<file path="config.mk">
export PLATFORM = sky130hd
export DESIGN_NAME = space_race_sync_gen
export DESIGN_NICKNAME = d
export VERILOG_FILES = /design/src/rtl/space_race_sync_gen.sv
export SDC_FILE = /design/constraint.sdc
export NUM_CORES = 1
export LEC_CHECK = 0
export ABC_CLOCK_PERIOD_IN_PS = 3320
export CORE_MARGIN = 8
export CORE_UTILIZATION = 53
export DETAILED_ROUTE_END_ITERATION = 16
export GPL_ROUTABILITY_DRIVEN = 1
export GPL_TIMING_DRIVEN = 0
export HOLD_SLACK_MARGIN = 0.03
export MAX_ROUTING_LAYER = met4
export PLACE_DENSITY = 0.81
export RECOVER_POWER = 50
export SETUP_SLACK_MARGIN = 0.15
export SYNTH_ARGS = -nofsm -noshare
export SYNTH_HDL_FRONTEND = slang
export SYNTH_SLANG_ARGS = --single-unit
</file>
<file path="constraint.sdc">
create_clock -name CLK_DRV -period 3.32 [get_ports CLK_DRV]
set_input_delay 0.664 -clock CLK_DRV [delete_from_list [all_inputs] [get_ports CLK_DRV]]
set_output_delay 0.664 -clock CLK_DRV [all_outputs]
set_load 0.005 [all_outputs]
</file>
<file path="src/rtl/space_race_sync_gen.sv">
// space_race_sync_gen
// Video timing generator for the Space Race core. A CLK_DIV divider running on
// CLK_DRV produces the pixel clock CLK_VIDEO and the PIX_CE strobe; the beam
// counters HCNT/VCNT and every sync/blank flag are registered and update on the
// PIX_CE edge, i.e. on the same edge CLK_VIDEO rises.
// Optional feature: define SPACE_RACE_SYNC_TESTPAT_EN to build the crosshatch
// TESTPAT decode; without it TESTPAT is a constant 0.
//
// Handshake note: there is no valid/ready traffic here. PIX_CE is a pure
// one-cycle strobe; consumers either use PIX_CE directly or the rising edge of
// CLK_VIDEO, and in both cases all beam outputs are stable for CLK_DIV-1 cycles
// after the edge on which they change.
module space_race_sync_gen #(
   parameter int CLK_DIV      = 8,
   parameter int H_TOTAL      = 455,
   parameter int H_ACTIVE     = 375,
   parameter int H_SYNC_START = 400,
   parameter int H_SYNC_W     = 32,
   parameter int V_TOTAL      = 262,
   parameter int V_ACTIVE     = 240,
   parameter int V_SYNC_START = 244,
   parameter int V_SYNC_W     = 4
) (
   input  logic       CLK_DRV,
   input  logic       RESET_N,
   output logic       CLK_VIDEO,
   output logic       PIX_CE,
   output logic [8:0] HCNT,
   output logic [8:0] VCNT,
   output logic       HSYNC,
   output logic       VSYNC,
   output logic       HBLANK,
   output logic       VBLANK,
   output logic       FRAME_START,
   output logic       TESTPAT
);

   // ------------------------------------------------------------------
   // Elaboration-time parameter checks
   // ------------------------------------------------------------------
   if (((CLK_DIV % 2) != 0) || (CLK_DIV < 2)) begin : g_bad_clk_div
      $error("space_race_sync_gen: CLK_DIV=%0d must be even and >= 2", CLK_DIV);
   end
   if ((H_SYNC_START + H_SYNC_W) > H_TOTAL) begin : g_bad_hsync
      $error("space_race_sync_gen: H_SYNC_START+H_SYNC_W=%0d exceeds H_TOTAL=%0d",
             H_SYNC_START + H_SYNC_W, H_TOTAL);
   end
   if ((V_SYNC_START + V_SYNC_W) > V_TOTAL) begin : g_bad_vsync
      $error("space_race_sync_gen: V_SYNC_START+V_SYNC_W=%0d exceeds V_TOTAL=%0d",
             V_SYNC_START + V_SYNC_W, V_TOTAL);
   end
   if (H_ACTIVE > H_TOTAL) begin : g_bad_hactive
      $error("space_race_sync_gen: H_ACTIVE=%0d exceeds H_TOTAL=%0d", H_ACTIVE, H_TOTAL);
   end
   if (V_ACTIVE > V_TOTAL) begin : g_bad_vactive
      $error("space_race_sync_gen: V_ACTIVE=%0d exceeds V_TOTAL=%0d", V_ACTIVE, V_TOTAL);
   end
   if (H_TOTAL > 512) begin : g_bad_htotal
      $error("space_race_sync_gen: H_TOTAL=%0d does not fit a 9-bit counter", H_TOTAL);
   end
   if (V_TOTAL > 512) begin : g_bad_vtotal
      $error("space_race_sync_gen: V_TOTAL=%0d does not fit a 9-bit counter", V_TOTAL);
   end

   // ------------------------------------------------------------------
   // Constants sized to the counters they are compared against. The sync and
   // active limits use 10 bits so START+W = 512 still compares correctly.
   // ------------------------------------------------------------------
   localparam int DIV_W = (CLK_DIV > 2) ? $clog2(CLK_DIV) : 1;

   localparam logic [DIV_W-1:0] DIV_LAST = DIV_W'(CLK_DIV - 1);
   localparam logic [DIV_W-1:0] DIV_HALF = DIV_W'(CLK_DIV / 2);

   localparam logic [8:0] H_LAST   = 9'(H_TOTAL - 1);
   localparam logic [8:0] V_LAST   = 9'(V_TOTAL - 1);
   localparam logic [9:0] H_ACT_L  = 10'(H_ACTIVE);
   localparam logic [9:0] V_ACT_L  = 10'(V_ACTIVE);
   localparam logic [9:0] H_HS_LO  = 10'(H_SYNC_START);
   localparam logic [9:0] H_HS_HI  = 10'(H_SYNC_START + H_SYNC_W);
   localparam logic [9:0] V_VS_LO  = 10'(V_SYNC_START);
   localparam logic [9:0] V_VS_HI  = 10'(V_SYNC_START + V_SYNC_W);

   // ------------------------------------------------------------------
   // Internal signals
   // ------------------------------------------------------------------
   logic [DIV_W-1:0] div;
   logic [DIV_W-1:0] div_next;
   logic             adv;
   logic             h_wrap;
   logic [8:0]       h_next;
   logic [8:0]       v_next;
   logic             hb_next;
   logic             vb_next;
   logic             hs_next;
   logic             vs_next;
   logic             fs_next;

   // Divider next-state; adv marks the last divider cycle, where the beam steps.
   always_comb begin
      adv      = (div == DIV_LAST);
      div_next = adv ? '0 : div + 1'b1;
   end

   // Beam counter next-state and all flag decodes taken from the next values,
   // so every registered flag lines up with the counter it describes.
   always_comb begin
      h_wrap  = (HCNT == H_LAST);
      h_next  = h_wrap ? 9'd0 : HCNT + 9'd1;
      v_next  = VCNT;
      if (h_wrap) begin
         v_next = (VCNT == V_LAST) ? 9'd0 : VCNT + 9'd1;
      end
      hb_next = ({1'b0, h_next} >= H_ACT_L);
      vb_next = ({1'b0, v_next} >= V_ACT_L);
      hs_next = ({1'b0, h_next} >= H_HS_LO) && ({1'b0, h_next} < H_HS_HI);
      vs_next = ({1'b0, v_next} >= V_VS_LO) && ({1'b0, v_next} < V_VS_HI);
      fs_next = (h_next == 9'd0) && (v_next == 9'd0);
   end

   // Pixel divider: free-running 0..CLK_DIV-1 count.
   always_ff @(posedge CLK_DRV or negedge RESET_N) begin
      if (!RESET_N) begin
         div <= '0;
      end else begin
         div <= div_next;
      end
   end

   // Pixel clock and strobe, registered from div_next so CLK_VIDEO rises on
   // the same edge the beam outputs change and PIX_CE marks the stepping cycle.
   always_ff @(posedge CLK_DRV or negedge RESET_N) begin
      if (!RESET_N) begin
         CLK_VIDEO <= 1'b0;
         PIX_CE    <= 1'b0;
      end else begin
         CLK_VIDEO <= (div_next < DIV_HALF);
         PIX_CE    <= (div_next == DIV_LAST);
      end
   end

   // Beam counters and sync/blank flags, stepped once per pixel. FRAME_START
   // is a single CLK_DRV cycle wide, so it is cleared on every other cycle.
   always_ff @(posedge CLK_DRV or negedge RESET_N) begin
      if (!RESET_N) begin
         HCNT        <= 9'd0;
         VCNT        <= 9'd0;
         HSYNC       <= 1'b0;
         VSYNC       <= 1'b0;
         HBLANK      <= 1'b0;
         VBLANK      <= 1'b0;
         FRAME_START <= 1'b0;
      end else begin
         FRAME_START <= 1'b0;
         if (adv) begin
            HCNT        <= h_next;
            VCNT        <= v_next;
            HSYNC       <= hs_next;
            VSYNC       <= vs_next;
            HBLANK      <= hb_next;
            VBLANK      <= vb_next;
            FRAME_START <= fs_next;
         end
      end
   end

`ifdef SPACE_RACE_SYNC_TESTPAT_EN
   logic tp_next;

   // Crosshatch: a line every 16 pixels and every 16 lines, active area only.
   always_comb begin
      tp_next = ((h_next[3:0] == 4'd0) || (v_next[3:0] == 4'd0)) && !hb_next && !vb_next;
   end

   // Test pattern register, stepped with the beam counters.
   always_ff @(posedge CLK_DRV or negedge RESET_N) begin
      if (!RESET_N) begin
         TESTPAT <= 1'b0;
      end else if (adv) begin
         TESTPAT <= tp_next;
      end
   end
`else
   assign TESTPAT = 1'b0;
`endif

endmodule

</file>
After elaboration in Yosys (flattened, before gate mapping)
Index checks and enable logic that the tools add are counted.
{"block": "totals", "ff_bits": 28, "word_cells": 34}
{"block": "op_classes", "addsub": 3, "order_cmp": 7, "reduce_logical": 5, "n_eq_ne": 4, "mux": 5}
{"cell": "$mux 9", "n": 3}
{"cell": "$add 9x1->9 const B", "n": 2}
{"cell": "$eq 9x9->1 const B", "n": 2}
{"cell": "$ge 9x8->1 const B", "n": 2}
{"cell": "$ge 9x9->1 const B", "n": 2}
{"cell": "$logic_not 9->1", "n": 2}
{"cell": "$lt 9x8->1 const B", "n": 1}
{"cell": "$lt 9x9->1 const B", "n": 1}
{"cell": "$eq 3x3->1 const B", "n": 2}
{"cell": "$add 3x1->3 const B", "n": 1}
{"cell": "$logic_and 1x1->1", "n": 3}
{"cell": "$lt 3x3->1 const B", "n": 1}
{"cell": "$mux 3", "n": 1}
{"cell": "$mux 1", "n": 1}

Logic depth before layout (Yosys ltp)
Gate-level depths: netlist of run 1.
{"block": "logic_depth", "ltp_word": 6, "ltp_mapped": 11, "mapped_depth_nobuf": 7}

Worst setup path before layout of run 1
Ideal clock, no wire load.
{"block": "synth_path", "path_type": "flip-flop to flip-flop", "startpoint": "register HCNT[0]", "endpoint": "register VSYNC", "stages_incl_launch_ff": 11, "path_buffers": 3, "arrival_ns": 2.572, "setup_slack_ns": 0.648, "setup_ns": 0.101, "path_cell_list": "dfrtp_1 > clkbuf_1 > inv_1 > ha_1 > or4b_1 > buf_2 > or2_1 > clkbuf_1 > or3_1 > a211o_1 > o32ai_1"}
{"block": "synth_via", "elab_chain_len": 4, "elab_cells_between_ends": 5, "classes_between": "order compare: 2; eq/ne: 1; mux: 1; reduce/logical: 1"}
{"item": "start, declared", "line": "28", "source": "output logic [8:0] HCNT,"}
{"item": "start signal, assigned", "line": "155", "source": "HCNT <= h_next;"}
{"item": "$eq 9x9->1 *", "line": "107", "source": "h_wrap = (HCNT == H_LAST);"}
{"item": "$mux 9 *", "line": "110", "source": "if (h_wrap) begin"}
{"item": "$ge 9x8->1 or $lt 9x8->1 (tied branches)", "line": "116", "source": "vs_next = ({1'b0, v_next} >= V_VS_LO) && ({1'b0, v_next} < V_VS_HI);"}
{"item": "$logic_and 1x1->1 *", "line": "116"}
{"item": "end signal, assigned", "line": "158", "source": "VSYNC <= vs_next;"}
{"item": "end, declared", "line": "31", "source": "output logic VSYNC,"}
Mark *: on every way between the ends. The rest lies on a longest branch, timed or not.
A chain may end at the register's enable or synchronous reset.

Final worst setup path of run 1
Same ends and word-level chain as after synthesis.

==> out/qor.csv, run 1 <==
metric,value,unit
TritonCTS buffer count,3,
Psw,108,uW
postcts setup bufs,0,
Cell variety after synth,51,
Hold WC Path Type,reg2reg,
"most common cell after layout, fill and taps aside",dfrtp_1,
fin crit share,0.900,
WL per Instance,14.8,um
Syn Nets,218,
CP required,3.56,ns
# H-tree levels,1,
die span in x,74.1,um
hpwl dp,3090,um
largest net degree at the start of global routing,29,
"Clk Latency, worst-skew pair",0.33,ns
fin util,0.646,
critical setup path kind,reg2reg,
CP Cell Sequence,"clkbuf_1, inv_1, ha_1, or4b_1, buf_2, or2_1, clkbuf_1, or3_1, a211o_1, o32ai_1",
xor/xnor share of the synthesized area,0.0490,
share of cells above drive strength 1,0.0335,
root buf cell,clkbuf_4,
"IR drop worst, VDD",0.171,mV
Synth Area in Adders,0.0420,
Initial Util,0.545,
final setup vio count,0,
Synth Area per Inst,8.52,um^2
Clock power frac,0.293,
placed cell areas,2110,um^2
largest family of logic cells by synthesized area,simple AND/OR/NAND/NOR gates,
crit-path max cell delay,0.45,ns
number of synthesis warnings,0,
Layout Nets,249,
CP Buf/Inv Count,4,
# diodes,0,
CTS tree,built,
hold-fix buffers at CTS,0,
"Hold Violations, Final",0,
crit end category,flip-flop,
mapped cell area,1790,um^2
Pins Over Slew Limit,0,
Die ar.,5490,um^2
Seq pwr share,0.692,
initial antenna violation count,0,
Max Clk Rate,0.335,GHz
Sw Ratio,0.219,
first-pass GRT wire length,7040,um
vias in the first global route,1533,
DR pass1 iterations,4,
slowest CP cell,or4b_1,
post-CTS resize count,0,
post-synthesis mux area share,0.0168,
overflow left after global routing,0,
number of max-cap violations,0,
Post-Syn Instances,210,
maximum fanout along the worst path,8,
core area,3280,um^2
CP top delay family,simple AND/OR/NAND/NOR gates,
Hold WS,0.492,ns
Synth Area in Compound Gates,0.197,
row count,21,
Slew HR,0.0352,
startpoint types,flip-flop,
PortBufs,26,
#FFs+latches synth,28,
min Tclk post-route,2.99,ns
Tightest Pin Transition,1.45,ns
Iter 0 DRT Violations,167,
simple-gate share of the synthesized area,0.244,
Clock transition at path regs,0.15,ns
# IOs,28,
worst path arrival time,3.23,ns
Sink Count,28,
Internal,385,uW
"Seq/Total Area, Yosys",0.392,
DR vias,1640,
"most used cell, CP",clkbuf_1,
Max clock buf depth,2,
dpl ws,0.422,ns
worst setup margin,0.333,ns
RSZ-0062 raised after global routing,no,
biggest regs,"HCNT: 9 flops, VCNT: 9 flops, div: 3 flops",
Total Wirelength,4210,um
Pwr Density,232,nW/um^2
setup TNS,0,ns
"commonest cells after routing, fill and taps aside","28 x dfrtp_1, 24 x nand2_1, 19 x clkdlybuf4s50_1",
GP Congestion,0.907,
leading register cell type out of synthesis,dfrtp_1,
design area,2120,um^2
GRT Overall Usage,0.167,
vias per cell,5.75,
status,"finished, final reports clean",
Leak,0.000834,uW
ANT nets after route,0,
"EDFF count, synth",0,
Logic pwr share,0.015,
# DRC,0,
area delta synth->final,18.7,%
Die Ht,74.1,um
Worst Skew,0.00653,ns
Async SR Flop Fraction,1.00,
[routing by layer]
layer	GRT usage	part of all wire
met5	-	0
met4	0.0665	0.014
met3	0.0229	0.051
met2	0.259	0.48
met1	0.214	0.46
[final cells by class]
cell class	instances	area [um^2]
tap	46	57.6
fill	294	1160
buffer	14	58.8
timing repair buffer	26	254
sequential	28	701
inverter	12	45.0
clock buffer	3	22.5
multi-input combinational	156	985
[logic make-up after synthesis]
group,Yosys count
and+or+nand+nor,84
AOI/OAI and AO/OA,52
DFF,28
buffers and inverters,26
xor gates and xnor gates,10
adders and majority gates,6
muxes,3
other,1
[through the flow]
stage,power [uW],instances
after floorplan,349,210
after global placement,356,282
after detailed placement,356,282
after CTS,496,285
after global routing,506,285
final,493,285
[cell usage after synthesis (2+ instances only)]
library cell | count | area, um^2
dfrtp_1 | 28 | 701
nand2b_1 | 2 | 12.5
o21a_1 | 3 | 22.5
o31ai_1 | 7 | 52.6
clkbuf_1 | 10 | 37.5
a21oi_1 | 8 | 40.0
mux2i_1 | 3 | 30.0
o2bb2ai_1 | 2 | 17.5
buf_2 | 2 | 10.0
and3_1 | 2 | 12.5
nand2_1 | 24 | 90.1
o32ai_1 | 2 | 17.5
nor3b_1 | 3 | 22.5
xor2_1 | 3 | 26.3
and2_1 | 2 | 12.5
or3_1 | 2 | 12.5
a211o_1 | 2 | 17.5
o21ai_0 | 14 | 70.1
nor4_1 | 3 | 18.8
ha_1 | 6 | 75.1
a31oi_1 | 2 | 12.5
or2_2 | 2 | 12.5
o211ai_1 | 2 | 15.0
inv_1 | 12 | 45.0
nand4_1 | 4 | 25.0
nor2_1 | 10 | 37.5
nor3_1 | 12 | 60.1
nor2b_1 | 2 | 12.5
nand3_1 | 8 | 40.0
xnor2_1 | 7 | 61.3
[power by group through the flow]
stage / Clock (uW) / Sequential (uW) / Combinational (uW)
floorplan: 0 / 348 / 1.10
global placement: 0 / 348 / 8.75
detailed placement: 0 / 348 / 8.93
CTS: 146 / 341 / 8.87
global route: 155 / 341 / 9.39
finish: 144 / 341 / 7.54
[worst paths after layout]
check | start | endpoint | slack, ns | cells after the start
min in group asynchronous | RESET_N | VCNT[8] | 0.64 | 1
hold / removal | div[0] | div[0] | 0.49 | 1
max in group asynchronous | RESET_N | FRAME_START | 1.84 | 1
hold reg to reg | div[0] | div[0] | 0.49 | 1
setup / recovery | HCNT[0] | VSYNC | 0.33 | 10
setup reg to reg | HCNT[0] | VSYNC | 0.33 | 10
Power figures use the tool's default switching activity.
==> run 2: changes to the inputs <==
- ABC_AREA: unset -> 1
- CELL_PAD_IN_SITES_DETAIL_PLACEMENT: unset -> 0
- CELL_PAD_IN_SITES_GLOBAL_PLACEMENT: unset -> 2
- CORE_UTILIZATION: 53 -> 30
- PLACE_DENSITY: 0.81 -> 0.82
==> out/qor.csv, run 2 <==
metric,value,unit,change
Post-Syn Instances,266,,was 210
"IR drop worst, VDD",0.133,mV,was 0.171 mV
main area contributors after synthesis,"dfrtp_1 38%, nand2_1 16%, nand3_1 6.8%",,"was dfrtp_1 39%, nand2_1 5.0%, ha_1 4.2%"
Die Ht,94.3,um,was 74.1 um
Post-synth top cells,"79 x nand2_1, 31 x inv_1, 31 x nor2_1",,"was 28 x dfrtp_1, 24 x nand2_1, 14 x o21ai_0"
Leak,0.00110,uW,was 0.000834 uW
Sink Count,28,,unchanged
"area leader, netlist",dfrtp_1,,unchanged
Async SR Flop Fraction,1.00,,unchanged
Hold WS,0.467,ns,was 0.492 ns
root buf cell,clkbuf_8,,was clkbuf_4
# IOs,28,,unchanged
hold-fix buffers at CTS,0,,unchanged
placed cell areas,2190,um^2,was 2110 um^2
biggest regs,"HCNT: 9 flops, VCNT: 9 flops, div: 3 flops",,unchanged
ANT nets after route,0,,unchanged
flop-to-flop setup slack,1.10,ns,was 0.33 ns
Syn Nets,274,,was 218
Logic pwr share,0.013,,was 0.015
GP Congestion,0.825,,was 0.907
WL per Instance,14.4,um,was 14.8 um
crit end category,flip-flop,,unchanged
Internal,504,uW,was 385 uW
Pwr Density,283,nW/um^2,was 232 nW/um^2
"Seq/Total Area, Yosys",0.381,,was 0.392
Cell variety after synth,25,,was 51
Reg2Reg Depth,7,,was 10
Hold Startpoint,div[0],,unchanged
Pins Over Slew Limit,29,,was 0
slowest CP cell,clkbuf_1,,was or4b_1
# diodes,0,,unchanged
"most common cell after layout, fill and taps aside",nand2_1,,was dfrtp_1
final setup vio count,0,,unchanged
leading register cell type out of synthesis,dfrtp_1,,unchanged
CP required,3.54,ns,was 3.56 ns
Sw Ratio,0.211,,was 0.219
vias in the first global route,1837,,"was 1,533"
die span in x,94.3,um,was 74.1 um
"EDFF count, synth",0,,unchanged
# DRC,0,,unchanged
post-CTS resize count,0,,unchanged
Tightest Pin Transition,1.65,ns,was 1.45 ns
row count,28,,was 21
Total Wirelength,5340,um,was 4210 um
Slew HR,-0.0988,,was 0.0352
Seq pwr share,0.534,,was 0.692
worst setup margin,1.10,ns,was 0.333 ns
Max clock buf depth,2,,unchanged
first-pass GRT wire length,9030,um,was 7040 um
CP Cell Sequence,"ha_1, ha_1, inv_1, clkbuf_1, clkbuf_1, nand2_1, o21ai_0",,"was clkbuf_1, inv_1, ha_1, or4b_1, buf_2, or2_1, clkbuf_1, or3_1, a211o_1, o32ai_1"
hpwl dp,4030,um,was 3090 um
startpoint types,flip-flop,,unchanged
failing checks,"max-capacitance violations, max-slew violations",,
CTS tree,built,,unchanged
CP Buf/Inv Count,3,,was 4
worst path arrival time,2.44,ns,was 3.23 ns
DR pass1 iterations,4,,unchanged
Hold Path Depth,1,,unchanged
# H-tree levels,1,,unchanged
core area,5920,um^2,was 3280 um^2
postcts setup bufs,0,,unchanged
PortBufs,26,,unchanged
overflow left after global routing,0,,unchanged
most numerous cell in the Yosys netlist,nand2_1,,was dfrtp_1
Worst R2R Start,div[0],,was HCNT[0]
mapped cell area,1840,um^2,was 1790 um^2
maximum fanout along the worst path,10,,was 8
status,finished with violations,,"was finished, final reports clean"
Max Clk Rate,0.450,GHz,was 0.335 GHz
"Clk Latency, worst-skew pair",0.29,ns,was 0.33 ns
CP top delay family,buffers and inverters,,was simple AND/OR/NAND/NOR gates
number of synthesis warnings,0,,unchanged
Hold WC Path Type,reg2reg,,unchanged
fin crit share,0.670,,was 0.900
Psw,134,uW,was 108 uW
number of max-cap violations,1,,was 0
setup TNS,0,ns,unchanged
crit-path max cell delay,0.48,ns,was 0.45 ns
vias per cell,4.72,,was 5.75
Die ar.,8890,um^2,was 5490 um^2
#FFs+latches synth,28,,unchanged
critical setup path kind,reg2reg,,unchanged
GRT Overall Usage,0.133,,was 0.167
design area,2260,um^2,was 2120 um^2
initial antenna violation count,0,,unchanged
Clock power frac,0.453,,was 0.293
Layout Nets,305,,was 249
Synth Area per Inst,6.91,um^2,was 8.52 um^2
share of cells above drive strength 1,0.0811,,was 0.0335
RR Endpoint,HCNT[7],,was VSYNC
Initial Util,0.311,,was 0.545
top cell type's share of synthesized area,0.381,,was 0.392
DR vias,1752,,"was 1,640"
"Hold Violations, Final",0,,unchanged
largest net degree at the start of global routing,29,,unchanged
area delta synth->final,22.8,%,was 18.7%
RSZ-0062 raised after global routing,no,,unchanged
Worst Skew,0.00697,ns,was 0.00653 ns
Clock transition at path regs,0.11,ns,was 0.15 ns
Hold EP,div[0],,unchanged
min Tclk post-route,2.22,ns,was 2.99 ns
Iter 0 DRT Violations,105,,was 167
dpl ws,1.11,ns,was 0.422 ns
"commonest cells after routing, fill and taps aside","79 x nand2_1, 31 x inv_1, 31 x nor2_1",,"was 28 x dfrtp_1, 24 x nand2_1, 19 x clkdlybuf4s50_1"
TritonCTS buffer count,3,,unchanged
-- run 2: changes by cell type after synthesis, sizes merged, moves of 6 or more --
cell	change
xnor2	-7
nor3	-11
nor2	+28
o21ai	+6
inv	+22
clkbuf	-6
nand4	+6
nand3	+17
o31ai	-7
nand2	+59
-- run 2: worst register-to-register path, delay by kind of cell (launching register included) --
| kind | cells | cell delay [ns] |
|---|---|---|
| AOI/OAI and AO/OA | 1 | 0.09 |
| adders and majority gates | 2 | 0.46 |
| buffers and inverters | 3 | 1.10 |
| DFF | 1 | 0.41 |
| and+or+nand+nor | 1 | 0.11 |
-- run 2: logic make-up (layout without fill, tap and decap cells) --
| kind of cell | Yosys count | after routing | synth area share |
|---|---|---|---|
| simple gates | 160 | 160 | 0.384 |
| buf+inv | 42 | 72 | 0.100 |
| compound gates | 29 | 29 | 0.0925 |
| flops | 28 | 28 | 0.381 |
| fa+ha+maj | 6 | 6 | 0.0408 |
| other cells | 1 | 1 | 0.00204 |
-- run 2: final cells by class --
cell class,count,area (um^2)
Buffer,8,56.3
Clock buffer,3,41.3
Multi-Input combinational cell,196,955
Sequential cell,28,701
Timing Repair Buffer,26,254
Clock inverter,1,30.0
Tap cell,75,93.8
Fill cell,657,3660
Inverter,34,128
-- run 2: power groups by stage --
stage	combinational, uW	clock, uW	sequential, uW
6_report	8.41	289	341
5_1_grt	10.3	310	341
4_1_cts	9.22	296	341
3_5_place_dp	9.39	0	347
3_3_place_gp	9.82	0	348
2_1_floorplan	1.10	0	348
-- run 2: how the worst max path moves through the flow --
stage / start / to / cells past startpoint
2_1_floorplan: HCNT[0] / FRAME_START / 13
3_3_place_gp: RESET_N / VCNT[7] / 1
3_5_place_dp: div[0] / HCNT[0] / 6
4_1_cts: div[0] / VCNT[0] / 7
5_1_grt: div[0] / HCNT[4] / 7
6_report: div[0] / HCNT[7] / 7
-- run 2: routing by layer --
metal | track usage | routed length [um]
met1 | 0.179 | 2700
met2 | 0.198 | 2340
met3 | 0.0184 | 203
met4 | 0.0436 | 99
met5 | - | 0
-- run 2: metrics by stage --
stage	power [uW]	std cells	utilization
after CTS	646	371	0.382
final	638	371	0.381
after global placement	357	367	0.370
after floorplan	349	266	-
after detailed placement	357	367	0.370
after global routing	662	371	0.381
